$ cat src/rtl/func_sweep_ctrl.sv
// Clocked self-checking sweep sequencer for the funcDecoder block.
// Drives every select code in turn, samples the function outputs into a
// truth table and flags the first code whose sample differs from the
// expected table latched at start.
module func_sweep_ctrl #(
    parameter int unsigned SEL_W  = 3,
    parameter int unsigned NFUNC  = 3,
    parameter int unsigned SETTLE = 1
) (
    input  logic                           clk,
    input  logic                           rst,
    input  logic                           start,
    input  logic                           abort,
    input  logic [NFUNC*(2**SEL_W)-1:0]    exp_tt,
    input  logic [NFUNC-1:0]               f,
    output logic [SEL_W-1:0]               inp,
    output logic                           busy,
    output logic                           done,
    output logic [NFUNC*(2**SEL_W)-1:0]    tt,
    output logic                           err,
    output logic [SEL_W-1:0]               err_idx
);

    localparam int unsigned N     = 2 ** SEL_W;
    localparam int unsigned TT_W  = NFUNC * N;
    localparam int unsigned TT_AW = (TT_W > 1) ? $clog2(TT_W) : 1;
    localparam int unsigned CNT_W = 4;

    typedef enum logic [1:0] {
        ST_IDLE = 2'd0,
        ST_HOLD = 2'd1,
        ST_DONE = 2'd2
    } state_t;

    state_t             state_q;
    logic [SEL_W-1:0]   idx_q;
    logic [CNT_W-1:0]   cnt_q;
    logic [TT_W-1:0]    exp_q;
    logic [SEL_W-1:0]   inp_q;
    logic               busy_q;
    logic               done_q;
    logic [TT_W-1:0]    tt_q;
    logic               err_q;
    logic [SEL_W-1:0]   err_idx_q;

    logic [TT_W-1:0]    tt_d;
    logic               mism_d;
    logic [TT_AW-1:0]   bpos;

    // Table with the current code's column replaced by f, and the mismatch flag for that column
    always_comb begin
        tt_d   = tt_q;
        mism_d = 1'b0;
        bpos   = '0;
        for (int k = 0; k < int'(NFUNC); k++) begin
            bpos       = TT_AW'(k * int'(N) + int'(idx_q));
            tt_d[bpos] = f[k];
            if (f[k] != exp_q[bpos]) begin
                mism_d = 1'b1;
            end
        end
    end

    // Sweep sequencer: state, counters and all registered outputs
    always_ff @(posedge clk) begin
        if (rst) begin
            state_q   <= ST_IDLE;
            idx_q     <= '0;
            cnt_q     <= '0;
            exp_q     <= '0;
            inp_q     <= '0;
            busy_q    <= 1'b0;
            done_q    <= 1'b0;
            tt_q      <= '0;
            err_q     <= 1'b0;
            err_idx_q <= '0;
        end else begin
            case (state_q)
                ST_IDLE: begin
                    inp_q  <= '0;
                    busy_q <= 1'b0;
                    done_q <= 1'b0;
                    // abort in the same cycle drops the start request
                    if (start && !abort) begin
                        idx_q     <= '0;
                        cnt_q     <= CNT_W'(SETTLE);
                        tt_q      <= '0;
                        err_q     <= 1'b0;
                        err_idx_q <= '0;
                        exp_q     <= exp_tt;
                        busy_q    <= 1'b1;
                        state_q   <= ST_HOLD;
                    end
                end
                ST_HOLD: begin
                    if (abort) begin
                        inp_q   <= '0;
                        busy_q  <= 1'b0;
                        state_q <= ST_IDLE;
                    end else if (cnt_q != '0) begin
                        cnt_q <= cnt_q - CNT_W'(1);
                    end else begin
                        tt_q <= tt_d;
                        if (mism_d && !err_q) begin
                            err_q     <= 1'b1;
                            err_idx_q <= idx_q;
                        end
                        if (idx_q == SEL_W'(N - 1)) begin
                            inp_q   <= '0;
                            busy_q  <= 1'b0;
                            done_q  <= 1'b1;
                            state_q <= ST_DONE;
                        end else begin
                            idx_q <= idx_q + SEL_W'(1);
                            inp_q <= idx_q + SEL_W'(1);
                            cnt_q <= CNT_W'(SETTLE);
                        end
                    end
                end
                ST_DONE: begin
                    done_q  <= 1'b0;
                    busy_q  <= 1'b0;
                    inp_q   <= '0;
                    state_q <= ST_IDLE;
                end
                default: begin
                    state_q <= ST_IDLE;
                end
            endcase
        end
    end

    assign inp     = inp_q;
    assign busy    = busy_q;
    assign done    = done_q;
    assign tt      = tt_q;
    assign err     = err_q;
    assign err_idx = err_idx_q;

endmodule
$ cat config.mk
export PLATFORM = sky130hd
export DESIGN_NAME = func_sweep_ctrl
export DESIGN_NICKNAME = d
export VERILOG_FILES = /design/src/rtl/func_sweep_ctrl.sv
export SDC_FILE = /design/constraint.sdc
export NUM_CORES = 1
export LEC_CHECK = 0
export BUFFER_PORTS_ARGS = -buffer_cell sky130_fd_sc_hd__buf_4
export CELL_PAD_IN_SITES_DETAIL_PLACEMENT = 0
export CELL_PAD_IN_SITES_GLOBAL_PLACEMENT = 1
export CORE_MARGIN = 5
export CORE_UTILIZATION = 43
export DETAILED_ROUTE_END_ITERATION = 16
export MAX_ROUTING_LAYER = met4
export PLACE_DENSITY = 0.85
export SLEW_MARGIN = 20
export SYNTH_ARGS = -nofsm -noshare
export SYNTH_HDL_FRONTEND = slang
export SYNTH_SLANG_ARGS = --single-unit
export TNS_END_PERCENT = 5
$ cat constraint.sdc
create_clock -name clk -period 3.91 [get_ports clk]
set_input_delay 0.391 -clock clk [delete_from_list [all_inputs] [get_ports clk]]
set_output_delay 0.391 -clock clk [all_outputs]
set_load 0.05 [all_outputs]
==> results of run 1 <==
kinds of logic (layout without fill, tap and decap cells):
group                      count (synthesis)  count (layout)  share of synthesized area
buffers and inverters                     32              89                     0.0490
DFF                                       66              66                      0.435
xor gates and xnor gates                   4               4                     0.0115
and+or+nand+nor                          127             127                      0.195
AOI/OAI and AO/OA                         90              90                      0.204
adders and majority gates                  8               8                     0.0330
muxes                                     18              18                     0.0721
layout make-up:
cell class | count | area (um^2) | area share
Multi-Input combinational cell | 247 | 1570 | 0.422
Sequential cell | 66 | 1320 | 0.356
Timing Repair Buffer | 66 | 495 | 0.134
Clock buffer | 10 | 138 | 0.0371
Tap cell | 96 | 120 | 0.0324
Clock inverter | 6 | 42.5 | 0.0115
Inverter | 7 | 26.3 | 0.00708
state kept, by name, indices dropped and copies added, names as in the netlist:
name / cells
state_q: 2
inp: 3
idx_q: 3
done: 1
busy: 1
err_idx: 3
err: 1
cnt_q: 4
tt: 24
exp_q: 24
metal layers:
| metal | global-route usage | routed length, um | vias to the layer above |
|---|---|---|---|
| met3 | 0.0417 | 382 | 11 |
| met2 | 0.273 | 3450 | 70 |
| met4 | 0.0686 | 112 | 0 |
| li1 | - | - | 1312 |
| met1 | 0.218 | 3110 | 1218 |
| met5 | - | 0 | - |
worst max-delay path, stage by stage, from the launching register on:
cell and delay [ns]:
dfxtp_1 0.72, buf_4 0.33, mux2i_1 0.10, mux4_2 0.48, xnor2_1 0.17, or3_4 0.42, a32o_1 0.26
power by group through the flow:
stage | clock (mW) | combinational [mW] | sequential (mW)
3_3_place_gp | 0 | 0.245 | 0.730
3_5_place_dp | 0 | 0.249 | 0.730
4_1_cts | 0.536 | 0.250 | 0.715
6_report | 0.518 | 0.249 | 0.715
2_1_floorplan | 0 | 0.179 | 0.735
5_1_grt | 0.567 | 0.277 | 0.718
cells in the mapped netlist (2+ instances only):
library cell	number	area, um^2
a21oi_1	34	170
and3b_1	2	17.5
o21ai_2	5	43.8
xnor2_1	3	26.3
buf_2	5	25.0
mux2i_1	14	140
dfxtp_1	66	1320
a22oi_1	25	188
nor2b_1	2	12.5
and2_1	4	25.0
ha_1	8	100
nor3_1	3	15.0
o21ai_0	6	30.0
buf_6	3	33.8
nand2_1	59	221
nand2b_1	6	37.5
a211oi_1	2	15.0
a32o_1	4	40.0
mux4_2	3	67.6
a31oi_1	2	12.5
nor2_1	33	124
o211ai_1	2	15.0
a21o_1	3	22.5
o31ai_1	2	15.0
inv_1	7	26.3
nor3b_1	7	52.6
clkbuf_1	17	63.8
nand3b_1	3	22.5
final timing paths:
check	from	endpoint	slack, ns	cells past startpoint
setup / recovery	idx_q[0]	err_idx[0]	1.32	6
hold / removal	exp_tt[2]	exp_q[2]	0.29	3
setup reg to reg	idx_q[0]	err_idx[0]	1.32	6
hold reg to reg	exp_q[16]	exp_q[16]	0.46	2
through the flow:
step	power [mW]	area, um^2	utilization	setup slack, ns
floorplan	0.913	3040	-	1.88
global placement	0.975	3530	0.517	1.43
detailed placement	0.979	3530	0.517	1.34
CTS	1.50	3710	0.543	1.32
global route	1.56	3710	0.543	1.08
finish	1.48	3710	0.543	1.32
cells in the final DEF (no fill, tap or decap), drive strengths merged, types with 2 or more instances in the layout:
master    netlist  layout
dfxtp          66      66
buf             8      66
nand2          59      59
a21oi          34      34
nor2           33      33
a22oi          25      25
mux2i          14      14
o21ai          11      11
clkbuf         17      10
ha              8       8
inv             7       7
nor3b           7       7
nand2b          6       6
and2            4       4
a32o            4       4
clkinv          0       4
nor3            3       3
a21o            3       3
mux4            3       3
xnor2           3       3
nand3b          3       3
and3b           2       2
nor2b           2       2
o211ai          2       2
o31ai           2       2
a31oi           2       2
a211oi          2       2
clkinvlp        0       2
or3             2       2
o41ai           2       2
==> results.cfg, run 1 <==
[timing]
setup_viol = 0
hold-worst-slack_ns = 0.292
fin_crit_ns = 2.59
drv_slew = 0
setup_tns_ns = 0
fin_crit_sh = 0.662
slew_headroom = 0.544
max_freq_mhz = 386
hold_viol_final = 0
skew_ns = 0.00643
rsz0062_at_grt = false
worstMarginPinSlew_ns = 0.684

[power_and_ir_drop]
p_leak_nw = 1.41
internal_power_mw = 1.04
swShare = 0.297
sequentialPowerShare = 0.482
power_density_nw_per_um2 = 399
power.switching_uw = 441
peakVddDrop_uv = 206
power_frac_clock = 0.350
p_comb_frac = 0.168

[clock_tree]
cts.reportedPaths.clkPinSlew_ns = 0.07
tritoncts = yes
htreeDepth = 3
cts-root-buf = clkbuf_8
clk_latency_ns = 0.35
cts_resized = 0
cts_buffers = 9
cts_max_path_buffers = 2
cts_setup_buffers = 0
cts_sinks = 66
cts_hold_buffers = 0

[worst_setup_path]
cp-start-kind = register
worst_setup_path_end_kind = register
crit_arrival_ns = 2.82
required_ns = 4.14
crit_type = register to register
critical_path.max_fanout = 14

[layout]
antenna_cells = 0
layout-drive-gt1-share = 0.239
stdcell_count = 498
nets = 436
fillers = 683
area_growth_pct = 22.2

[placed_design]
io_buffers = 63
hpwl_um = 4930
dp_cells = 482
gp_congestion = 0.798

[floorplan]
die_w_um = 94.0
die-area_um2 = 8840
core_area_um2 = 6830
die_h_um = 94.0
num_rows = 30
io_pins = 64
start_util = 0.445

[synthesis]
ys_seq_elements = 66
ys_warn_count = 0
yosysUniqueCellTypes = 43
synthArstFlopShare = 0
synth-seq-area-share = 0.435
ys.flop_type = dfxtp_1
syn_inst = 345
postSynthNetCount = 384
syn_area_per_cell_um2 = 8.80
synth-edff-count = 0
syn-cell-area_um2 = 3040

[grt]
grt.total_usage = 0.175
first_global_vias = 2519
grt_pass1_wl_um = 11900
grt_overflow = 0
grt_max_degree = 64
antenna_found_initial = 0

[routing]
drt-total-wl_um = 7050
vias = 2611
dr.pass1.iters = 6
viasPerCell = 5.24
antenna_left = 0
wire_per_inst_um = 14.2
drc_errors = 0
first_iter_violations = 163

[min_path]
holdCritPathClass = input port to register

[status]
status = completed

[flow_run]
drv_cap = 0
(Power assumes the default switching activity.)
==> run 2: changes to the inputs <==
--- a/config.mk
+++ b/config.mk
@@ -9,10 +9,10 @@
 export CELL_PAD_IN_SITES_DETAIL_PLACEMENT = 0
 export CELL_PAD_IN_SITES_GLOBAL_PLACEMENT = 1
 export CORE_MARGIN = 5
-export CORE_UTILIZATION = 43
+export CORE_UTILIZATION = 40
 export DETAILED_ROUTE_END_ITERATION = 16
 export MAX_ROUTING_LAYER = met4
-export PLACE_DENSITY = 0.85
+export PLACE_DENSITY = 0.8
 export SLEW_MARGIN = 20
 export SYNTH_ARGS = -nofsm -noshare
 export SYNTH_HDL_FRONTEND = slang
==> constraint.sdc (replaced) <==
create_clock -name clk -period 2.4 [get_ports clk]
set_input_delay 0.24 -clock clk [delete_from_list [all_inputs] [get_ports clk]]
set_output_delay 0.24 -clock clk [all_outputs]
set_load 0.05 [all_outputs]
==> results.cfg, run 2 (same netlist as run 1, synthesis figures left out) <==
[timing]
rsz0062_at_grt = false
worstMarginPinSlew_ns = 0.570
drv_slew = 0
fin_crit_ns = 2.19
setup_tns_ns = 0
skew_ns = 0.0116
max_freq_mhz = 456
fin_crit_sh = 0.914
hold_viol_final = 0
slew_headroom = 0.619
setup_viol = 0
hold-worst-slack_ns = 0.147

[worst_setup_path]
startpoint = cnt_q[0]
rrSetupSlack_ns = 0.21
critical_path.max_fanout = 16
cp_top_family = compound AO/OA/AOI/OAI gates
crit_arrival_ns = 2.40
required_ns = 2.61
critPathMaxStageDelay_ns = 0.42
path_cells = inv_1, ha_1, or3b_4, a2111oi_4, buf_12, o21ai_0, a22oi_1, nor2_1
worst-path-buf-inv = 2
crit_type = register to register
worst-r2r-cell-count = 8
cp-start-kind = register
worst_setup_path_end_kind = register
reg2reg_to = tt[7]
slowest_stage = or3b_4
reg2reg_from = cnt_q[0]

[routing]
drt-total-wl_um = 7160
viasPerCell = 5.12
first_iter_violations = 145
dr.pass1.iters = 4
drc_errors = 0
wire_per_inst_um = 14.1
vias = 2608
antenna_left = 0

[clock_tree]
cts_buffers = 9
cts_max_path_buffers = 2
cts_resized = 0
cts_hold_buffers = 0
htreeDepth = 3
clk_latency_ns = 0.34
cts_sinks = 66
cts.reportedPaths.clkPinSlew_ns = 0.07
tritoncts = yes
cts-root-buf = clkbuf_8
cts_setup_buffers = 0

[flow_run]
drv_cap = 0

[placed_design]
gp_congestion = 0.805
hpwl_um = 5020
io_buffers = 63
placed_area_um2 = 3620

[grt]
grt_pass1_wl_um = 12000
first_global_vias = 2514
antenna_found_initial = 0
grt_overflow = 0
grt.total_usage = 0.158
grt_max_degree = 45

[floorplan]
die-area_um2 = 9430
start_util = 0.414
num_rows = 31
die_w_um = 97.1
die_h_um = 97.1
io_pins = 64
core_area_um2 = 7330

[layout]
antenna_cells = 0
final_cell_mix = buf_4, dfxtp_1, nand2_1
final_common_cell = buf_4
nets = 444
area_growth_pct = 26.6
layout-drive-gt1-share = 0.254
fin_area_um2 = 3840

[min_path]
holdCritPathClass = input port to register
hp-start = exp_tt[21]
worstHoldEndpoint = exp_q[21]
min_path_cells = 3

[power_and_ir_drop]
p_leak_nw = 1.49
peakVddDrop_uv = 295
power_density_nw_per_um2 = 688

[status]
status = completed
## run 2: metrics by stage
step                utilization  cells  setup slack (ns)  power [mW]
global route              0.524    509            0.0612        2.77
detailed placement        0.494    493             0.238        1.62
CTS                       0.524    509             0.220        2.67
finish                    0.524    509             0.208        2.65
floorplan                     -    345             0.367        1.49
global placement          0.494    493             0.288        1.62
## run 2: final cells by class
type / instances / area [um^2]
multi-input combinational: 247 / 1570
clock inverter: 6 / 87.6
tap: 99 / 124
sequential: 66 / 1320
timing repair buffer: 74 / 581
inverter: 7 / 26.3
clock buffer: 10 / 138
fill: 715 / 3490
## run 2: where the power goes
group	internal, mW	leakage [nW]	total [mW]	switching [mW]
Sequential	1.13	0.535	1.16	0.0268
Clock	0.615	0.117	1.05	0.434
Combinational	0.181	0.838	0.437	0.255
## run 2: routing by layer
metal / routed length, um / global-route usage
met1: 3390 / 0.193
met2: 3350 / 0.251
met3: 333 / 0.0402
met4: 88 / 0.0616
met5: 0 / -
## run 2: tightest hold or removal path, delay by kind of cell
kind,cells,cell delay [ns]
and+or+nand+nor,1,0.05
AOI/OAI and AO/OA,1,0.05
buffers and inverters,1,0.10
## run 2: how the worst max path moves through the flow
stage,endpoint,cells after the start
6_report,tt[7],8
5_1_grt,tt[7],8
4_1_cts,tt[7],8
3_5_place_dp,tt[7],8
3_3_place_gp,tt[23],8
2_1_floorplan,err_idx[0],7
==> run 3: changes to the inputs <==
--- a/config.mk
+++ b/config.mk
@@ -5,15 +5,17 @@
 export SDC_FILE = /design/constraint.sdc
 export NUM_CORES = 1
 export LEC_CHECK = 0
+export ABC_AREA = 1
 export BUFFER_PORTS_ARGS = -buffer_cell sky130_fd_sc_hd__buf_4
 export CELL_PAD_IN_SITES_DETAIL_PLACEMENT = 0
 export CELL_PAD_IN_SITES_GLOBAL_PLACEMENT = 1
 export CORE_MARGIN = 5
-export CORE_UTILIZATION = 40
+export CORE_UTILIZATION = 39
 export DETAILED_ROUTE_END_ITERATION = 16
 export MAX_ROUTING_LAYER = met4
-export PLACE_DENSITY = 0.8
-export SLEW_MARGIN = 20
+export PLACE_DENSITY = 0.82
+export SKIP_CTS_REPAIR_TIMING = 1
+export SLEW_MARGIN = 30
 export SYNTH_ARGS = -nofsm -noshare
 export SYNTH_HDL_FRONTEND = slang
 export SYNTH_SLANG_ARGS = --single-unit
==> results.cfg, run 3 <==
[placed_design]
hpwl_um = 5430
gp_congestion = 0.878
placed_area_um2 = 3610
io_buffers = 63

[floorplan]
start_util = 0.398
core_area_um2 = 7730
io_pins = 64
die-area_um2 = 9770
num_rows = 32
die_w_um = 98.9
die_h_um = 98.9

[synthesis]
synth.top_cells.by_area = dfxtp_1, nand2_1, a21oi_1
ys_warn_count = 0
postSynthNetCount = 468
synth-seq-area-share = 0.429
syn_area_per_cell_um2 = 7.18
synthTopCellsByCount = nand2_1, dfxtp_1, a21oi_1, inv_1, o21ai_0
yosysTopAreaCellShare = 0.429
yosysTopAreaCell = dfxtp_1
synthArstFlopShare = 0
syn-cell-area_um2 = 3080
synth-edff-count = 0
syn_inst = 429
ys_seq_elements = 66
ys.flop_type = dfxtp_1
yosysMostFrequentCell = nand2_1
yosysUniqueCellTypes = 29

[layout]
fin_area_um2 = 3850
final_cell_mix = nand2_1, dfxtp_1, buf_4
final_common_cell = nand2_1
multiInputGateArea_um2 = 1440
antenna_cells = 0
area_growth_pct = 24.9
regArea_um2 = 1320
layout-drive-gt1-share = 0.205
nets = 527
fillers = 789

[grt]
grt_max_degree = 49
antenna_found_initial = 0
grt.total_usage = 0.156
first_global_vias = 2628
grt_overflow = 0
grt_pass1_wl_um = 12200

[clock_tree]
cts_sinks = 66
tritoncts = yes
htreeDepth = 3
cts-root-buf = clkbuf_8
cts.reportedPaths.clkPinSlew_ns = 0.08
cts_buffers = 9
cts_max_path_buffers = 2
clk_latency_ns = 0.34

[timing]
fin_crit_sh = 0.865
setup_tns_ns = 0
rsz0062_at_grt = false
worstMarginPinSlew_ns = 0.836
slew_headroom = 0.442
hold_viol_final = 0
fin_crit_ns = 2.08
max_freq_mhz = 482
setup_viol = 0
drv_slew = 0
skew_ns = 0.00929

[worst_setup_path]
cp-start-kind = register
crit_type = register to register
worst_setup_path_end_kind = register
crit_arrival_ns = 2.29
required_ns = 2.62
critical_path.max_fanout = 19

[routing]
first_iter_violations = 147
wire_per_inst_um = 12.5
drt-total-wl_um = 7460
vias = 2845
top_layer = met4
dr.pass1.iters = 4
antenna_left = 0
met1Wirelength_um = 3510
dr_wl_met3_um = 326
drc_errors = 0
dr_wl_met2_um = 3510
viasPerCell = 4.78

[min_path]
holdCritPathClass = input port to register

[status]
status = completed

[power_and_ir_drop]
p_leak_nw = 1.68
power_density_nw_per_um2 = 1090
peakVddDrop_uv = 568

[flow_run]
drv_cap = 0
==> run 3: cell types whose count changed after synthesis, sizes merged, moves of 15 or more <==
cell   previous run  this run
nand3             0        15
o21ai            11        45
nand2            59       111
inv               7        57
a22oi            25         0
a21oi            34        60
==> run 3: worst paths after layout <==
check | slack, ns | endpoint | cells after the start | start
setup reg to reg | 0.32 | tt[4] | 10 | state_q[1]
hold / removal | 0.18 | exp_q[7] | 3 | exp_tt[7]
setup / recovery | 0.32 | tt[4] | 10 | state_q[1]
hold reg to reg | 0.45 | exp_q[7] | 2 | exp_q[7]
==> run 3: critical path, stage by stage, from the launching register on <==
cell and delay (ns):
dfxtp_1 0.38, inv_1 0.08, ha_1 0.28, inv_2 0.32, nand2_1 0.09, o21ai_1 0.15, nand2_4 0.12, inv_2 0.15
o21ai_0 0.19, nand2_1 0.11, a21oi_1 0.07
==> run 3: per-stage QoR <==
stage	hold slack [ns]	util	power (mW)	setup WS (ns)	instances
after floorplan	0.410	-	2.73	0.676	429
after global placement	0.434	0.467	3.09	0.420	579
after detailed placement	0.438	0.467	3.10	0.361	579
after CTS	0.170	0.498	4.20	0.338	595
after global routing	0.181	0.498	4.48	0.108	595
final	0.176	0.498	4.18	0.324	595
==> run 3: final cells by class <==
type | instances | share of cell area
Clock buffer | 12 | 0.0429
Clock inverter | 4 | 0.0189
Inverter | 57 | 0.0576
Multi-Input combinational cell | 289 | 0.374
Sequential cell | 66 | 0.344
Tap cell | 102 | 0.0332
Timing Repair Buffer | 65 | 0.130
==> run 3: routing by layer <==
metal | global-route usage | vias up
met4 | 0.0578 | 0
li1 | - | 1503
met3 | 0.0326 | 14
met5 | - | -
met1 | 0.193 | 1271
met2 | 0.250 | 57
==> run 3: cells by family (layout without fill, tap and decap cells) <==
kind of cell,after synthesis,in the layout,synth area share
AOI/OAI and AO/OA,110,110,0.187
xor gates and xnor gates,1,1,0.00284
adders and majority gates,8,8,0.0325
buffers and inverters,74,138,0.104
DFF,66,66,0.429
and+or+nand+nor,170,170,0.244
==> run 3: power by group <==
| group | switching [mW] | total, mW | internal, mW |
|---|---|---|---|
| clock network | 0.432 | 1.10 | 0.669 |
| logic | 1.18 | 1.71 | 0.525 |
| registers | 0.0980 | 1.37 | 1.27 |
| total | 1.71 | 4.18 | 2.46 |
